==> src/rtl/uart_alu_pkg.sv <==
// uart_alu_pkg
// Shared definitions for the UART-driven ALU controller: controller state
// type, default opcode width and RX idle timeout, and the ALU opcode values
// understood by the external ALU.
// Optional feature macro used by the controller: RX_TIMEOUT_EN.
package uart_alu_pkg;

    typedef enum logic [2:0] {
        GET_A,
        GET_B,
        GET_OP,
        EXEC,
        SEND
    } state_t;

    localparam int DEF_OPW           = 6;
    localparam int DEF_TIMEOUT_TICKS = 50000;

    localparam logic [5:0] OP_ADD = 6'h20;
    localparam logic [5:0] OP_SUB = 6'h22;
    localparam logic [5:0] OP_AND = 6'h24;
    localparam logic [5:0] OP_OR  = 6'h25;
    localparam logic [5:0] OP_XOR = 6'h26;
    localparam logic [5:0] OP_SRA = 6'h03;
    localparam logic [5:0] OP_SRL = 6'h02;
    localparam logic [5:0] OP_NOR = 6'h27;

endpackage

==> src/rtl/uart_alu_ctrl_frame_timer.sv <==
// frame_timer
// Inter-byte idle counter for the UART ALU controller. Only compiled when
// RX_TIMEOUT_EN is defined, so the default build carries no timer at all.
// Ports:
//   clk      in   system clock
//   reset    in   asynchronous active-high reset
//   run      in   high on every idle cycle that should be counted; low
//                 clears the count (byte popped, or not waiting mid-frame)
//   expired  out  high on the TICKS-th consecutive run cycle
`ifdef RX_TIMEOUT_EN
module frame_timer #(
    parameter int TICKS = 50000
) (
    input  logic clk,
    input  logic reset,
    input  logic run,
    output logic expired
);

    localparam int CW = (TICKS > 1) ? $clog2(TICKS) : 1;

    logic [CW-1:0] count;

    assign expired = run && (count == CW'(TICKS - 1));

    always_ff @(posedge clk or posedge reset) begin
        if (reset) begin
            count <= '0;
        end else if (!run || expired) begin
            count <= '0;
        end else begin
            count <= count + 1'b1;
        end
    end

endmodule
`endif

==> src/rtl/uart_alu_ctrl.sv <==
// uart_alu_ctrl
// Receives a three-byte frame (A, B, opcode) from a show-ahead RX FIFO,
// presents registered operands to an external combinational ALU, captures
// its result and pushes one result byte into the TX FIFO.
// Optional feature: define RX_TIMEOUT_EN to abandon a partial frame after
// TIMEOUT_TICKS idle cycles in GET_B / GET_OP.
// Ports:
//   clk         in   system clock, rising edge
//   reset       in   asynchronous active-high reset
//   rx_empty    in   RX FIFO empty
//   r_data      in   RX FIFO head byte (valid when rx_empty=0)
//   rd_uart     out  one-cycle RX pop
//   tx_full     in   TX FIFO full
//   w_data      out  result byte for the TX FIFO
//   wr_uart     out  one-cycle TX push
//   alu_a/b     out  registered ALU operands
//   alu_op      out  registered ALU opcode (low OPW bits of third byte)
//   alu_result  in   external ALU result
module uart_alu_ctrl
    import uart_alu_pkg::*;
#(
    parameter int DBIT          = 8,
    parameter int OPW           = DEF_OPW,
    parameter int TIMEOUT_TICKS = DEF_TIMEOUT_TICKS
) (
    input  logic            clk,
    input  logic            reset,
    input  logic            rx_empty,
    input  logic [DBIT-1:0] r_data,
    output logic            rd_uart,
    input  logic            tx_full,
    output logic [DBIT-1:0] w_data,
    output logic            wr_uart,
    output logic [DBIT-1:0] alu_a,
    output logic [DBIT-1:0] alu_b,
    output logic [OPW-1:0]  alu_op,
    input  logic [DBIT-1:0] alu_result
);

    if (OPW > DBIT) begin : g_bad_opw
        $error("uart_alu_ctrl: OPW must not exceed DBIT");
    end
    if (TIMEOUT_TICKS < 1) begin : g_bad_timeout
        $error("uart_alu_ctrl: TIMEOUT_TICKS must be at least 1");
    end

    state_t          state, state_next;
    logic            pop, push, timeout;
    logic [DBIT-1:0] result_reg;

`ifdef RX_TIMEOUT_EN
    logic timer_run;

    // Idle only counts while a frame is partially received.
    assign timer_run = rx_empty && (state == GET_B || state == GET_OP);

    frame_timer #(
        .TICKS (TIMEOUT_TICKS)
    ) u_frame_timer (
        .clk     (clk),
        .reset   (reset),
        .run     (timer_run),
        .expired (timeout)
    );
`else
    assign timeout = 1'b0;
`endif

    always_ff @(posedge clk or posedge reset) begin
        if (reset) begin
            state <= GET_A;
        end else begin
            state <= state_next;
        end
    end

    always_comb begin
        state_next = state;
        pop        = 1'b0;
        push       = 1'b0;
        unique case (state)
            GET_A: begin
                if (!rx_empty) begin
                    pop        = 1'b1;
                    state_next = GET_B;
                end
            end
            GET_B: begin
                if (!rx_empty) begin
                    pop        = 1'b1;
                    state_next = GET_OP;
                end else if (timeout) begin
                    state_next = GET_A;
                end
            end
            GET_OP: begin
                if (!rx_empty) begin
                    pop        = 1'b1;
                    state_next = EXEC;
                end else if (timeout) begin
                    state_next = GET_A;
                end
            end
            EXEC: begin
                state_next = SEND;
            end
            SEND: begin
                if (!tx_full) begin
                    push       = 1'b1;
                    state_next = GET_A;
                end
            end
            default: begin
                state_next = GET_A;
            end
        endcase
    end

    // The pulses are Mealy outputs; gating with reset keeps them low while
    // reset is held even though the reset state GET_A would otherwise pop.
    assign rd_uart = pop && !reset;
    assign wr_uart = push && !reset;
    assign w_data  = result_reg;

    always_ff @(posedge clk or posedge reset) begin
        if (reset) begin
            alu_a      <= '0;
            alu_b      <= '0;
            alu_op     <= '0;
            result_reg <= '0;
        end else begin
            if (pop && state == GET_A)  alu_a  <= r_data;
            if (pop && state == GET_B)  alu_b  <= r_data;
            if (pop && state == GET_OP) alu_op <= r_data[OPW-1:0];
            if (state == EXEC)          result_reg <= alu_result;
        end
    end

endmodule

==> config.mk <==
export PLATFORM = sky130hd
export DESIGN_NAME = uart_alu_ctrl
export DESIGN_NICKNAME = d
export VERILOG_FILES = /design/src/rtl/uart_alu_pkg.sv /design/src/rtl/uart_alu_ctrl_frame_timer.sv /design/src/rtl/uart_alu_ctrl.sv
export SDC_FILE = /design/constraint.sdc
export NUM_CORES = 1
export LEC_CHECK = 0
export ABC_AREA = 1
export CORE_MARGIN = 10
export CORE_UTILIZATION = 47
export DETAILED_ROUTE_END_ITERATION = 10
export GPL_TIMING_DRIVEN = 0
export PLACE_DENSITY = 0.83
export SLEW_MARGIN = 20
export SYNTH_ARGS = -nofsm -noshare
export SYNTH_HDL_FRONTEND = slang
export SYNTH_SLANG_ARGS = --single-unit
==> constraint.sdc <==
create_clock -name clk -period 3.1 [get_ports clk]
set_input_delay 0.62 -clock clk [delete_from_list [all_inputs] [get_ports clk]]
set_output_delay 0.62 -clock clk [all_outputs]
set_load 0.01 [all_outputs]
; ---- Word-level counts from Yosys, hierarchy flattened
; Cells that the tools add are included.
[classes]
eq_ne = 8
n_reduce_logical = 9
n_mux = 9
[ops]
columns = cell, n
row1 = $pmux 3 s5, 1
row2 = $mux 3, 4
row3 = $ne 2x2->1 const B, 4
row4 = $eq 3x2->1 const B, 2
row5 = $logic_and 1x1->1, 5
row6 = $mux 1, 4
row7 = $reduce_and 4->1, 1
row8 = $eq 3x1->1 const B, 1
row9 = $eq 3x3->1 const B, 1
row10 = $logic_not 3->1, 1
row11 = $reduce_or 3->1, 1
row12 = $logic_not 1->1, 1
[totals]
inputBits = 20
out_inout_bits = 32
ff_bits = 33
wordCells = 31

; ---- Depth between registers and ports, before layout
; Gate-level depths: netlist of the first run.
[logic_depth]
word_depth = 4
ltp_mapped = 6
ltp_nobuf = 5

; ---- Least setup slack after synthesis of the first run
; OpenSTA, ideal clock, no wires.
[synth_timing]
kind = input -> output
start = input port rx_empty
end = output port rd_uart
t_required_ns = 2.480
path_buffers = 1
arrival_time_ns = 1.001
path_slack_ns = 1.479
cell_stages = 4
path_cell_list = buf_2 nor2_1 nand2_1 inv_1
[synth_via]
elab_chain_cells = 3
[synth_lines]
columns = element, line_no
row1 = start: declaration, uart_alu_ctrl.sv:28  ; input logic rx_empty,
row2 = $mux 1, "uart_alu_ctrl.sv:83, uart_alu_ctrl.sv:89, uart_alu_ctrl.sv:97"
row3 = $mux 1, -
row4 = $logic_and 1x1->1, uart_alu_ctrl.sv:121  ; assign rd_uart = pop && !reset;
row5 = end: declaration, uart_alu_ctrl.sv:30  ; output logic rd_uart,
; Every way passes these cells.

; ---- Worst setup path in the final report of the first run
; Ends and elaborated chain as after synthesis.

==> impl_metrics.json, run 1 <==
{
  "place_area_um2": 2030,
  "gp_congestion": 0.754,
  "switchingPower_mw": 0.815,
  "synth_commonest_cells": "nand2_1, dfrtp_1, o21ai_2, nand3_1, inv_1",
  "antennaDiodeCount": 0,
  "cts_buffers": 5,
  "syn-cell-area_um2": 1470,
  "nFillCells": 258,
  "worst_setup_path_end_kind": "primary output",
  "holdBufCountCts": 0,
  "hold-worst-slack_ns": 0.478,
  "async_flop_share_pct": 100,
  "grt_max_degree": 34,
  "hpwl_um": 2970,
  "first_pass_iters": 6,
  "cts_sinks": 33,
  "cellPowerDensity_nw_per_um2": 1010,
  "pwr-share-comb_pct": 51.6,
  "arrival_ns": 2.12,
  "cts-resized-gates": 0,
  "grt_pass1_wl_um": 6230,
  "initial_utilization_pct": 48.4,
  "synthCells": 149,
  "drv_slew": 0,
  "detail-route-antenna-nets": 0,
  "slew-limit-headroom_pct": 55.3,
  "place_worst_setup_slack_ns": 0.368,
  "synth.most_common_cell": "nand2_1",
  "crit_fanout": 10,
  "synth_fp_nets": 169,
  "cp_cell_sequence": "clkdlybuf4s50_1 > buf_2 > nor2_1 > nand2_1 > inv_1 > clkdlybuf4s50_1",
  "path_delay_family": "buffers and inverters",
  "post_cts_buffers": 0,
  "area_growth_pct": 42.4,
  "ys_types": 17,
  "hp-class": "reg -> reg",
  "core_area_um2": 3030,
  "num_rows": 20,
  "overflow": 0,
  "yosys.area.top_type_share_pct": 56.4,
  "drc": 0,
  "cap_violations": 0,
  "fp.dieH_um": 75.8,
  "clkTransAtPathRegs_ns": 0.09,
  "hold_violations": 0,
  "drive_gt1_share_pct": 18.8,
  "yosysWarnings": 0,
  "cts_root_buffer": "clkbuf_4",
  "fin_crit_ns": 2.74,
  "cpPeakStageDelay_ns": 0.53,
  "p_total_mw": 2.10,
  "nNetsFinal": 227,
  "setup_viol": 0,
  "antenna_found_initial": 0,
  "dieArea_um2": 5750,
  "grt_pass1_vias": 1295,
  "rsz0062_at_grt": "no",
  "synth_flop_cell": "dfrtp_1",
  "fin_skew_ns": 0.00705,
  "clk_latency_ns": 0.33,
  "power_frac_clock_pct": 11.7,
  "finalWirelength_um": 3780,
  "peakVddDrop_mv": 0.511,
  "critPathMostFrequentCell": "clkdlybuf4s50_1",
  "h-tree-depth": 2,
  "fin_setup_tns_ns": 0,
  "synth-edff-count": 0,
  "portBuffers": 51,
  "ys_seq_area_share_pct": 56.4,
  "synth.avg_cell_area_um2": 9.83,
  "drtIter0Drc": 82,
  "p_int_mw": 1.28,
  "worst_slew_pin_slew_ns": 0.669,
  "fmax_ghz": 0.365,
  "wire_per_inst_um": 15.1,
  "cp-start-kind": "primary input",
  "status": "complete, no violations",
  "vias": 1208,
  "critPathBufInv": 4,
  "swShare_pct": 38.8,
  "synth-seq-cells": 33,
  "power.leakage_nw": 1.01,
  "setup_slack_ns": 0.362,
  "fin_area_um2": 2090,
  "ios": 52,
  "path_class": "in -> out",
  "grt_usage_pct": 14.2,
  "die_w_um": 75.8,
  "seqPwrFrac_pct": 36.7,
  "worstPathRequired_ns": 2.48,
  "yosysTopAreaCell": "dfrtp_1",
  "yosys-top-cells-area": "dfrtp_1, nand2_1, o21ai_2",
  "viasPerCell": 4.81,
  "period_share_pct": 88.3,
  "cts_tree": "built",
  "cts_max_path_buffers": 2,
  "slowest_stage": "clkdlybuf4s50_1"
}
worst paths after layout:
path                           start        end  slack, ns  cells after the start
min                        w_data[2]  w_data[2]       0.48                      2
min in group asynchronous      reset  w_data[5]       0.75                      2
max in group asynchronous      reset  w_data[6]       1.91                      2
min reg2reg                w_data[2]  w_data[2]       0.48                      2
max                         rx_empty    rd_uart       0.36                      6
max reg2reg                 state[2]   alu_a[4]       1.87                      5
state kept, by name, summed over array words and instances (netlist names):
name	count
alu_b	8
alu_a	8
state	3
w_data	8
alu_op	6
cell usage in the layout, fill, tap and decap left out, types with 2 or more instances in the layout:
cell type | synthesis | layout
nand2_1 | 48 | 48
buf_2 | 2 | 2
dfrtp_1 | 33 | 33
buf_6 | 2 | 2
clkdlybuf4s50_1 | 0 | 51
nand2_2 | 2 | 2
clkbuf_4 | 0 | 5
o21ai_1 | 6 | 6
nor2_4 | 4 | 4
nand3_1 | 14 | 14
o21ai_2 | 16 | 16
nand2_4 | 4 | 4
inv_1 | 12 | 11
inv_2 | 1 | 2
power groups by stage:
stage	Combinational, mW	Clock, mW	Sequential [mW]
floorplan	0.485	0	0.852
global placement	1.07	0	0.765
detailed placement	1.10	0	0.779
CTS	1.11	0.252	0.772
global route	1.19	0.269	0.796
finish	1.08	0.246	0.771
through the flow:
stage / utilization [%] / std cells
3_3_place_gp: 67.1 / 244
2_1_floorplan: - / 149
6_report: 68.9 / 251
4_1_cts: 68.9 / 251
3_5_place_dp: 67.1 / 244
5_1_grt: 68.9 / 251
worst min-delay path, cell delays in order (launching register included):
cell,delay (ns)
dfrtp_1,0.35
nand2_1,0.05
nand2_1,0.05
per-layer routing:
metal	wire length [um]	vias up	track usage, %
li1	-	596	-
met1	1470	563	15.4
met2	1780	43	23.6
met3	490	6	7.81
met4	36	0	3.71
met5	0	-	0
logic make-up (layout without fill, tap and decap cells):
| kind of cell | after synthesis | after routing | synth area share [%] |
|---|---|---|---|
| AND/OR/NAND/NOR | 75 | 75 | 25.1 |
| flip-flops | 33 | 33 | 56.4 |
| AO/OA/AOI/OAI | 23 | 23 | 12.0 |
| buffers and inverters | 18 | 76 | 6.57 |
layout make-up:
class / instances / area, um^2 / area share [%]
tap: 44 / 55.1 / 2.64
timing repair buffer: 51 / 510 / 24.5
buffer: 5 / 47.5 / 2.28
multi-input combinational: 98 / 543 / 26.0
inverter: 13 / 48.8 / 2.34
clock buffer: 7 / 55.1 / 2.64
sequential: 33 / 826 / 39.6
Note: power is estimated with default switching activity, not from simulation.
==> run 2, diff against run 1 <==
- CTS_CLUSTER_SIZE: default -> 12
==> results of run 2 <==
Same layout as run 1: the final DEF is identical, and so are final timing and power.
